### src/rtl/hamming74_pkg.sv
// Shared types and constants for the Hamming(7,4) receive path.
package hamming74_pkg;

   typedef enum logic [1:0] {
      IDLE = 2'd0,
      DATA = 2'd1,
      STOP = 2'd2
   } state_t;

   localparam int unsigned CW_W      = 7;
   localparam int unsigned NIB_W     = 4;
   localparam int unsigned SYN_W     = 3;
   localparam int unsigned BYTE_W    = 8;
   localparam int unsigned BIT_IDX_W = 3;

   // Codeword bit index of Hamming position pN is N-1
   localparam int unsigned P1 = 0;
   localparam int unsigned P2 = 1;
   localparam int unsigned P3 = 2;
   localparam int unsigned P4 = 3;
   localparam int unsigned P5 = 4;
   localparam int unsigned P6 = 5;
   localparam int unsigned P7 = 6;

endpackage

### src/rtl/hamming74_rx_ctrl_if.sv
// Line-side inputs and byte-side handshake/status of the Hamming(7,4) receiver.
interface hamming74_rx_ctrl_if
   import hamming74_pkg::*;
#(
   parameter int unsigned CNT_W = 8
);
   logic              ena;
   logic              baud_tick;
   logic              rx_in;
   logic [BYTE_W-1:0] out_data;
   logic              out_valid;
   logic              out_ready;
   logic              corr_pulse;
   logic              frame_err;
   logic              overrun;
   logic [CNT_W-1:0]  corr_cnt;
   logic              busy;

   modport master (
      output ena, baud_tick, rx_in, out_ready,
      input  out_data, out_valid, corr_pulse, frame_err, overrun, corr_cnt, busy
   );

   modport slave (
      input  ena, baud_tick, rx_in, out_ready,
      output out_data, out_valid, corr_pulse, frame_err, overrun, corr_cnt, busy
   );
endinterface

### src/rtl/hamming74_correct.sv
// Combinational Hamming(7,4) single-bit corrector: codeword -> syndrome and data nibble.
module hamming74_correct
   import hamming74_pkg::*;
(
   input  logic [CW_W-1:0]  i_cw,
   output logic [NIB_W-1:0] o_nibble_c,
   output logic [SYN_W-1:0] o_syndrome_c
);

   logic [SYN_W-1:0] w_syn;
   logic [CW_W-1:0]  w_fixed;

   assign w_syn = {i_cw[P4] ^ i_cw[P5] ^ i_cw[P6] ^ i_cw[P7],
                   i_cw[P2] ^ i_cw[P3] ^ i_cw[P6] ^ i_cw[P7],
                   i_cw[P1] ^ i_cw[P3] ^ i_cw[P5] ^ i_cw[P7]};

   // Nonzero syndrome names the 1-based position of the flipped bit
   always_comb begin
      w_fixed = i_cw;
      if (w_syn != '0) begin
         w_fixed[w_syn - SYN_W'(1)] = ~i_cw[w_syn - SYN_W'(1)];
      end
   end

   assign o_nibble_c   = {w_fixed[P7], w_fixed[P6], w_fixed[P5], w_fixed[P3]};
   assign o_syndrome_c = w_syn;

endmodule

### src/rtl/hamming74_rx_ctrl.sv
// Frames serial Hamming(7,4) codewords, corrects them, pairs nibbles into bytes
// and presents them through a one-entry valid/ready holding register.
module hamming74_rx_ctrl
   import hamming74_pkg::*;
#(
   parameter bit          LSB_NIBBLE_FIRST = 1'b1,
   parameter int unsigned CNT_W            = 8
) (
   input  logic               clk,
   input  logic               rst,
   hamming74_rx_ctrl_if.slave bus
);

   state_t                r_state,      w_state_nxt;
   logic [BIT_IDX_W-1:0]  r_bit_idx,    w_bit_idx_nxt;
   logic [CW_W-1:0]       r_cw,         w_cw_nxt;
   logic                  r_nib_sel,    w_nib_sel_nxt;
   logic [NIB_W-1:0]      r_nib_hold,   w_nib_hold_nxt;
   logic [BYTE_W-1:0]     r_out_data,   w_out_data_nxt;
   logic                  r_out_valid,  w_out_valid_nxt;
   logic                  r_corr_pulse, w_corr_pulse_nxt;
   logic                  r_frame_err,  w_frame_err_nxt;
   logic                  r_overrun,    w_overrun_nxt;
   logic [CNT_W-1:0]      r_corr_cnt,   w_corr_cnt_nxt;
   logic                  r_busy,       w_busy_nxt;

   logic [NIB_W-1:0]      w_nib;
   logic [SYN_W-1:0]      w_syn;
   logic [BYTE_W-1:0]     w_byte;

   hamming74_correct u_correct (
      .i_cw         (r_cw),
      .o_nibble_c   (w_nib),
      .o_syndrome_c (w_syn)
   );

   assign w_byte = LSB_NIBBLE_FIRST ? {w_nib, r_nib_hold} : {r_nib_hold, w_nib};

   // Next-state, nibble pairing and output-register update
   always_comb begin
      w_state_nxt      = r_state;
      w_bit_idx_nxt    = r_bit_idx;
      w_cw_nxt         = r_cw;
      w_nib_sel_nxt    = r_nib_sel;
      w_nib_hold_nxt   = r_nib_hold;
      w_out_data_nxt   = r_out_data;
      w_out_valid_nxt  = r_out_valid && !bus.out_ready;
      w_corr_pulse_nxt = 1'b0;
      w_frame_err_nxt  = 1'b0;
      w_overrun_nxt    = 1'b0;
      w_corr_cnt_nxt   = r_corr_cnt;

      if (!bus.ena) begin
         w_state_nxt   = IDLE;
         w_bit_idx_nxt = '0;
         w_nib_sel_nxt = 1'b0;
      end else if (bus.baud_tick) begin
         unique case (r_state)
            IDLE: begin
               if (!bus.rx_in) begin
                  w_state_nxt   = DATA;
                  w_bit_idx_nxt = '0;
               end
            end
            DATA: begin
               w_cw_nxt[r_bit_idx] = bus.rx_in;
               if (r_bit_idx == BIT_IDX_W'(CW_W - 1)) begin
                  w_state_nxt = STOP;
               end else begin
                  w_bit_idx_nxt = r_bit_idx + BIT_IDX_W'(1);
               end
            end
            STOP: begin
               w_state_nxt   = IDLE;
               w_bit_idx_nxt = '0;
               if (bus.rx_in) begin
                  if (w_syn != '0) begin
                     w_corr_pulse_nxt = 1'b1;
                     if (r_corr_cnt != {CNT_W{1'b1}}) begin
                        w_corr_cnt_nxt = r_corr_cnt + CNT_W'(1);
                     end
                  end
                  if (!r_nib_sel) begin
                     w_nib_hold_nxt = w_nib;
                     w_nib_sel_nxt  = 1'b1;
                  end else begin
                     w_nib_sel_nxt = 1'b0;
                     // A byte leaving in this same cycle frees the slot for the new one
                     if (!r_out_valid || bus.out_ready) begin
                        w_out_data_nxt  = w_byte;
                        w_out_valid_nxt = 1'b1;
                     end else begin
                        w_overrun_nxt = 1'b1;
                     end
                  end
               end else begin
                  w_frame_err_nxt = 1'b1;
                  w_nib_sel_nxt   = 1'b0;
               end
            end
            default: begin
               w_state_nxt   = IDLE;
               w_bit_idx_nxt = '0;
            end
         endcase
      end

      w_busy_nxt = (w_state_nxt != IDLE) || w_nib_sel_nxt;
   end

   always_ff @(posedge clk or posedge rst) begin
      if (rst) begin
         r_state      <= IDLE;
         r_bit_idx    <= '0;
         r_cw         <= '0;
         r_nib_sel    <= 1'b0;
         r_nib_hold   <= '0;
         r_out_data   <= '0;
         r_out_valid  <= 1'b0;
         r_corr_pulse <= 1'b0;
         r_frame_err  <= 1'b0;
         r_overrun    <= 1'b0;
         r_corr_cnt   <= '0;
         r_busy       <= 1'b0;
      end else begin
         r_state      <= w_state_nxt;
         r_bit_idx    <= w_bit_idx_nxt;
         r_cw         <= w_cw_nxt;
         r_nib_sel    <= w_nib_sel_nxt;
         r_nib_hold   <= w_nib_hold_nxt;
         r_out_data   <= w_out_data_nxt;
         r_out_valid  <= w_out_valid_nxt;
         r_corr_pulse <= w_corr_pulse_nxt;
         r_frame_err  <= w_frame_err_nxt;
         r_overrun    <= w_overrun_nxt;
         r_corr_cnt   <= w_corr_cnt_nxt;
         r_busy       <= w_busy_nxt;
      end
   end

   assign bus.out_data   = r_out_data;
   assign bus.out_valid  = r_out_valid;
   assign bus.corr_pulse = r_corr_pulse;
   assign bus.frame_err  = r_frame_err;
   assign bus.overrun    = r_overrun;
   assign bus.corr_cnt   = r_corr_cnt;
   assign bus.busy       = r_busy;

endmodule

### src/flat_wrapper.sv
// flat-port wrapper written by rule: the top's interface ports become plain ports
module hamming74_rx_ctrl_flat import hamming74_pkg::*;
#(
   parameter bit          LSB_NIBBLE_FIRST = 1'b1,
   parameter int unsigned CNT_W            = 8
)
  (clk, rst, bus_ena, bus_baud_tick, bus_rx_in, bus_out_ready, bus_out_data, bus_out_valid, bus_corr_pulse, bus_frame_err, bus_overrun, bus_corr_cnt, bus_busy);
  hamming74_rx_ctrl_if #(.CNT_W(CNT_W)) bus_i ();
  input  logic clk;
  input  logic rst;
  input wire logic [$bits(bus_i.ena)-1:0] bus_ena;
  input wire logic [$bits(bus_i.baud_tick)-1:0] bus_baud_tick;
  input wire logic [$bits(bus_i.rx_in)-1:0] bus_rx_in;
  input wire logic [$bits(bus_i.out_ready)-1:0] bus_out_ready;
  output wire logic [$bits(bus_i.out_data)-1:0] bus_out_data;
  output wire logic [$bits(bus_i.out_valid)-1:0] bus_out_valid;
  output wire logic [$bits(bus_i.corr_pulse)-1:0] bus_corr_pulse;
  output wire logic [$bits(bus_i.frame_err)-1:0] bus_frame_err;
  output wire logic [$bits(bus_i.overrun)-1:0] bus_overrun;
  output wire logic [$bits(bus_i.corr_cnt)-1:0] bus_corr_cnt;
  output wire logic [$bits(bus_i.busy)-1:0] bus_busy;
  assign bus_i.ena = bus_ena;
  assign bus_i.baud_tick = bus_baud_tick;
  assign bus_i.rx_in = bus_rx_in;
  assign bus_i.out_ready = bus_out_ready;
  assign bus_out_data = bus_i.out_data;
  assign bus_out_valid = bus_i.out_valid;
  assign bus_corr_pulse = bus_i.corr_pulse;
  assign bus_frame_err = bus_i.frame_err;
  assign bus_overrun = bus_i.overrun;
  assign bus_corr_cnt = bus_i.corr_cnt;
  assign bus_busy = bus_i.busy;
  hamming74_rx_ctrl #(.LSB_NIBBLE_FIRST(LSB_NIBBLE_FIRST), .CNT_W(CNT_W)) u_core (.clk(clk), .rst(rst), .bus(bus_i));
endmodule
### config.mk
export PLATFORM = sky130hd
export DESIGN_NAME = hamming74_rx_ctrl_flat
export DESIGN_NICKNAME = d
export VERILOG_FILES = /design/src/rtl/hamming74_pkg.sv /design/src/rtl/hamming74_rx_ctrl_if.sv /design/src/rtl/hamming74_correct.sv /design/src/rtl/hamming74_rx_ctrl.sv /design/src/flat_wrapper.sv
export SDC_FILE = /design/constraint.sdc
export NUM_CORES = 1
export LEC_CHECK = 0
export CAP_MARGIN = 10
export CORE_AREA = 2 2 56 84
export DETAILED_ROUTE_END_ITERATION = 7
export DIE_AREA = 0 0 58 86
export PLACE_DENSITY = 0.73
export SYNTH_ARGS = -nofsm -noshare
export SYNTH_HDL_FRONTEND = slang
export SYNTH_SLANG_ARGS = --single-unit
### constraint.sdc
create_clock -name clk -period 2.7 [get_ports clk]
set_clock_uncertainty 0.15 [all_clocks]
set_input_delay 0.54 -clock clk [delete_from_list [all_inputs] [get_ports clk]]
set_output_delay 0.54 -clock clk [all_outputs]
set_load 0.01 [all_outputs]
==> results.toml, run 1 <==
[place]
pre_cts_slack_ps = 25.5
portBuffers = 26
place.gp.congestion = 0.796
dp_cells = 253
place_hpwl_um = 2890
dpl_cell_area_um2 = 2410

[logic_synthesis]
ys_types = 45
syn-mean-instance-area_um2 = 11.6
ys_ff_latch = 38
ys_dominant_reg_cell = "dfrtp_1"
syn_inst = 176
yosysWarnings = 0
synth_enable_flop_cells = 0
syn_area_um2 = 2030
yosysSeqAreaShare_pct = 46.7
syn_nets = 188
async_flop_share_pct = 100

[critical_path]
crit_type = "register to register"
cp_cell_sequence = "xor2_1 -> xnor2_1 -> ha_1 -> ha_2 -> ha_4 -> or4b_4 -> and2_4 -> mux2i_1 -> o21ai_0"
worst-path-buf-inv = 0
crit_slowest_cell = "or4b_4"
critPathArrivalTime_ps = 2600
cp-end-kind = "register"
cp_top_family = "adder cells"
startpoint_type = "register"
slowest_delay_ps = 470
worst_ep_required_time_ps = 2710
critPathMaxFanout = 5

[timing]
finalCriticalPeriod_ps = 2580
postLayoutSetupSlackWorst_ps = 118
hold_viol_final = 0
post-route-period-util_pct = 95.6
rsz0062_at_grt = "true"
drv_slew = 0
finalSetupViolCount = 0
maxSlewHeadroom_pct = 68.1
tns_ps = 0
fmax_ghz = 0.387
tightest_slew_ps = 478

[global_routing]
grt_max_degree = 39
grt_use_total_pct = 17.1
grt_pass1_wl_um = 6750
antenna_found_initial = 0
grt_pass1_vias = 1468
overflow = 0

[power]
p_sw_uw = 277
power_density_nw_per_um2 = 455
internal_power_uw = 875
seq_power_share_pct = 51.0
pwr-share-comb_pct = 15.1
vdd_drop_max_uv = 390
leakagePower_uw = 0.00120
swShare_pct = 24.0
p_total_uw = 1150
clock_power_share_pct = 33.9

[clocking]
hold_buffers = 0
numCtsBuffers = 5
cts-root-buf = "clkbuf_8"
path_clk_slew_ps = 70
cts_tree = "done"
cts.sinks = 38
clk_path_buf_depth = 2
htreeDepth = 2
clk_latency_ps = 280

[route]
dr.pass1.iters = 4
wl_per_cell_um = 14.4
drtIter0Drc = 46
drc = 0
vias = 1458
viasPerCell = 5.56
ant_nets = 0
wl_um = 3780

[cells_and_area]
syn_to_final_growth_pct = 24.5
stdcell_count = 262
final_net_count = 227
drive_above_1_share_pct = 21.8
design_area_um2 = 2530
antenna_cells = 0

[floorplan]
die-height_um = 86
rows = 29
dieArea_um2 = 4990
io_pins = 27
core-area_um2 = 4210
start_util_pct = 48.3
dieWidth_um = 58

[min_path]
hold_path.class = "register to register"

[run_status]
outcome = "finished, final reports clean"

[flow_run]
drv_cap = 0
-- registers in the layout, indices dropped and copies added, names as in the netlist --
name                   cells
u_core.bus.out_data        8
u_core.bus.corr_pulse      1
u_core.r_state             2
u_core.bus.frame_err       1
u_core.bus.corr_cnt        8
u_core.r_bit_idx           3
u_core.r_cw                7
u_core.bus.overrun         1
u_core.bus.busy            1
u_core.bus.out_valid       1
u_core.r_nib_hold          4
u_core.r_nib_sel           1
-- cells by family (layout without fill, tap and decap cells) --
logic type	after synthesis	count (layout)	synth area share, %
xor gates and xnor gates	14	14	6.03
AOI/OAI and AO/OA	19	19	6.27
muxes	25	25	14.4
buffers and inverters	13	53	3.38
adders and majority gates	6	6	3.69
DFF	38	38	46.7
and+or+nand+nor	61	61	19.5
-- synth_stat cells, types with 2 or more instances --
cell      number  share of area [%]
o21ai_0        5                1.2
mux2i_1       12                5.9
nand2b_1       3               0.92
mux2_4         4                3.0
nand3_1        3               0.74
clkbuf_1       2               0.37
buf_6          2                1.1
and2b_1        2               0.74
nand4_1        2               0.61
and2_1         5                1.5
nor2_1        11                2.0
mux2_2         8                4.4
o21ai_1        4               0.98
or3_1          4                1.2
nor3_1         7                1.7
or4b_1         2               0.98
ha_1           6                3.7
inv_1          7                1.3
dfrtp_1       38                 47
xor2_1         8                3.4
a31oi_1        2               0.61
nand2_1        7                1.3
nor3b_1        5                1.8
xnor2_1        6                2.6
-- worst register-to-register path: stages (launching register included) --
cell and delay (ps):
dfrtp_1 390, xor2_1 170, xnor2_1 130, ha_1 300
ha_2 210, ha_4 290, or4b_4 470, and2_4 150
mux2i_1 120, o21ai_0 90
-- power by group through the flow --
stage	sequential, µW	combinational (µW)	clock, µW
6_report	587	174	390
4_1_cts	587	164	404
5_1_grt	589	192	435
2_1_floorplan	596	118	0
3_3_place_gp	597	157	0
3_5_place_dp	599	163	0
-- worst paths after layout --
| check | slack (ps) | from | depth (start not counted) | endpoint |
|---|---|---|---|---|
| min | 340 | u_core.bus.corr_cnt[7] | 1 | u_core.bus.corr_cnt[7] |
| max in group asynchronous | 1540 | rst | 3 | u_core.bus.out_data[5] |
| max | 120 | u_core.r_cw[2] | 9 | u_core.r_nib_hold[0] |
| min in group asynchronous | 520 | rst | 3 | u_core.bus.corr_cnt[3] |
| min reg2reg | 340 | u_core.bus.corr_cnt[7] | 1 | u_core.bus.corr_cnt[7] |
| max reg2reg | 120 | u_core.r_cw[2] | 9 | u_core.r_nib_hold[0] |
-- metal layers --
| metal | share of wire [%] | up-vias | GRT usage (%) | wire, µm |
|---|---|---|---|---|
| li1 | - | 701 | - | - |
| met1 | 41 | 720 | 21.5 | 1550 |
| met2 | 54 | 31 | 28.7 | 2040 |
| met3 | 3.6 | 6 | 3.62 | 138 |
| met4 | 1.4 | 0 | 5.71 | 53 |
| met5 | 0 | - | 0 | 0 |
-- cell type report --
| class | instances | area [µm²] |
|---|---|---|
| clock inverters | 1 | 5.00 |
| repair buffers | 38 | 354 |
| fillers | 359 | 1680 |
| inverters | 7 | 26.3 |
| well taps | 46 | 57.6 |
| multi-input cells | 125 | 1050 |
| flip-flops and latches | 38 | 951 |
| clock buffers | 7 | 86.3 |
-- cell usage in the layout, fill, tap and decap left out, types with 2 or more instances in the layout --
cell / instances
or3_1: 3
xnor2_1: 6
clkbuf_8: 6
nand2_1: 7
nand4_1: 2
a31oi_1: 2
nor2_1: 11
nand3_1: 3
nor3b_1: 5
nor3_1: 7
o21ai_0: 4
inv_1: 7
o21ai_1: 5
buf_4: 11
nand2b_1: 3
mux2_4: 4
and2_1: 2
and2b_1: 2
or4b_4: 2
xor2_1: 8
clkdlybuf4s50_1: 26
mux2i_1: 12
dfrtp_1: 38
and2_4: 3
mux2_2: 8
ha_1: 4
-- stage by stage --
step,hold WS (ps),utilization (%)
after floorplan,317,-
after global placement,331,57.3
after detailed placement,344,57.3
after CTS,354,59.5
after global routing,384,60.2
final,344,60.2
-- repair_timing --
item	in CTS	in global routing
buffers inserted	0	1
endpoints found under the hold margin	0	0
gates resized for setup	0	7
endpoints found under the setup margin	0	11
(Power assumes the default switching activity.)
==> run 2, diff against run 1 <==
- CORE_AREA: 2 2 56 84 -> 2 2 54 81
- DIE_AREA: 0 0 58 86 -> 0 0 56 83
- GPL_ROUTABILITY_DRIVEN: default -> 1
- PLACE_DENSITY: 0.73 -> 0.75
- clock period: 2.7 -> 2.77 ns (I/O delays scaled with it)
==> run 2 against run 1 <==
  * Sequential cell count unchanged
  * Clock power down 10%
  * Non-clock buffer count down 3
  * Global-route usage up 0.59 points
  * Largest cell class unchanged
  * Highest routed layer unchanged
==> results.toml, run 2 (synthesis gave the netlist of run 1 again) <==
[run_status]
outcome = "finished, final reports clean"

[clocking]
cts_tree = "done"
hold_buffers = 0
clk_path_buf_depth = 2
postCtsSetupBuffers = 0
htreeDepth = 2
clk_latency_ps = 280
numCtsBuffers = 5
path_clk_slew_ps = 70
cts-root-buf = "clkbuf_8"
cts.sinks = 38

[critical_path]
r2r_cells = 9
r2r_slack_ps = 130
r2r_start = "u_core.r_cw[2]"
cp-end-kind = "register"
startpoint_type = "register"
slowest_delay_ps = 510
critPathMaxFanout = 5
crit_type = "register to register"
r2r-end = "u_core.r_nib_hold[3]"
worst_ep_required_time_ps = 2790
crit_slowest_cell = "or4_1"
critPathArrivalTime_ps = 2660
cp_cell_sequence = "xor2_1 -> xnor2_1 -> ha_1 -> ha_2 -> ha_4 -> or4_1 -> and2_1 -> mux2i_1 -> o21ai_0"

[power]
vdd_drop_max_uv = 326
leakagePower_uw = 0.00116
power_density_nw_per_um2 = 439
p_total_uw = 1090

[cells_and_area]
drive_above_1_share_pct = 17.5
mostFrequentLayoutCells = "dfrtp_1, clkdlybuf4s50_1, mux2i_1"
final_common_cell = "dfrtp_1"
syn_to_final_growth_pct = 21.6
final_util_pct = 63.1
antenna_cells = 0
final_net_count = 224

[timing]
rsz0062_at_grt = "false"
hold_viol_final = 0
post-route-period-util_pct = 95.4
tns_ps = 0
finalCriticalPeriod_ps = 2640
drv_slew = 0
maxSlewHeadroom_pct = 64.5
fmax_ghz = 0.378
tightest_slew_ps = 529
finalSetupViolCount = 0

[floorplan]
dieWidth_um = 56
rows = 28
core-area_um2 = 3920
io_pins = 27
start_util_pct = 51.8
dieArea_um2 = 4650
die-height_um = 83

[min_path]
hold_path.class = "register to register"
worstHoldPathCells = 1
holdPathEnd = "u_core.bus.corr_cnt[7]"
hp-start = "u_core.bus.corr_cnt[7]"

[place]
place.gp.congestion = 0.829
place_hpwl_um = 2940
portBuffers = 26

[route]
drc = 0
wl_per_cell_um = 14.5
wl_um = 3720
viasPerCell = 5.48
vias = 1409
ant_nets = 0
dr.pass1.iters = 4
drtIter0Drc = 25

[global_routing]
grt_pass1_wl_um = 6490
overflow = 0
grt_use_total_pct = 17.7
grt_max_degree = 22
antenna_found_initial = 0
grt_pass1_vias = 1442

[flow_run]
drv_cap = 0
-- run 2: changes by cell type in the layout (fill, tap and decap cells not counted), sizes merged --
cell,previous run,this run
buf,12,9
clkinv,1,0
-- run 2: worst max path at each step --
stage                                   to  slack (ps)            from
finish                u_core.r_nib_hold[3]         130  u_core.r_cw[2]
global placement      u_core.r_nib_hold[0]           9  u_core.r_cw[2]
floorplan             u_core.r_nib_hold[0]          10  u_core.r_cw[2]
global route          u_core.r_nib_hold[3]           4  u_core.r_cw[2]
CTS                 u_core.bus.corr_cnt[6]         100  u_core.r_cw[2]
detailed placement    u_core.r_nib_hold[0]         -60  u_core.r_cw[2]
-- run 2: through the flow --
step	hold WS (ps)	std cells	cell area (µm²)	setup WS (ps)
global placement	329	250	2390	8.96
CTS	351	257	2470	103
global route	358	257	2470	3.84
finish	345	257	2470	127
detailed placement	341	250	2390	-63.2
floorplan	317	176	2050	13.7
-- run 2: timing repair --
| item | in CTS | in global routing |
|---|---|---|
| endpoints found under the setup margin | 2 | 2 |
| pin swaps | 0 | 1 |
| resized for setup | 2 | 1 |
-- run 2: report_power, final --
part | switching (µW) | leakage, µW | internal [µW]
Sequential | 8.95 | 0.000527 | 563
Combinational | 78.5 | 0.000598 | 84.8
Clock | 178 | 0.0000383 | 173
Total | 265 | 0.00116 | 821
-- run 2: layout make-up --
class                   count  area [µm²]
multi-input cells         125        1040
fillers                   328        1450
inverters                   7        26.3
well taps                  45        56.3
clock buffers               7        76.3
flip-flops and latches     38         951
repair buffers             35         328
-- run 2: critical path, delay by kind of cell (launching register included) --
kind	cells	cell delay, ps
adder cells (fa/ha/maj)	3	760
AND/OR/NAND/NOR	2	710
flip-flops	1	390
XOR/XNOR	2	300
multiplexers	1	120
AO/OA/AOI/OAI	1	90
-- run 2: per-layer routing --
layer  routed length, µm  up-vias  share of wire [%]  GRT usage, %
li1                    -      698                  -             -
met1                1420      683                 38          18.2
met2                2110       22                 57          32.9
met3                 129        6                3.5          4.36
met4                  64        0                1.7          7.14
met5                   0        -                  0             0
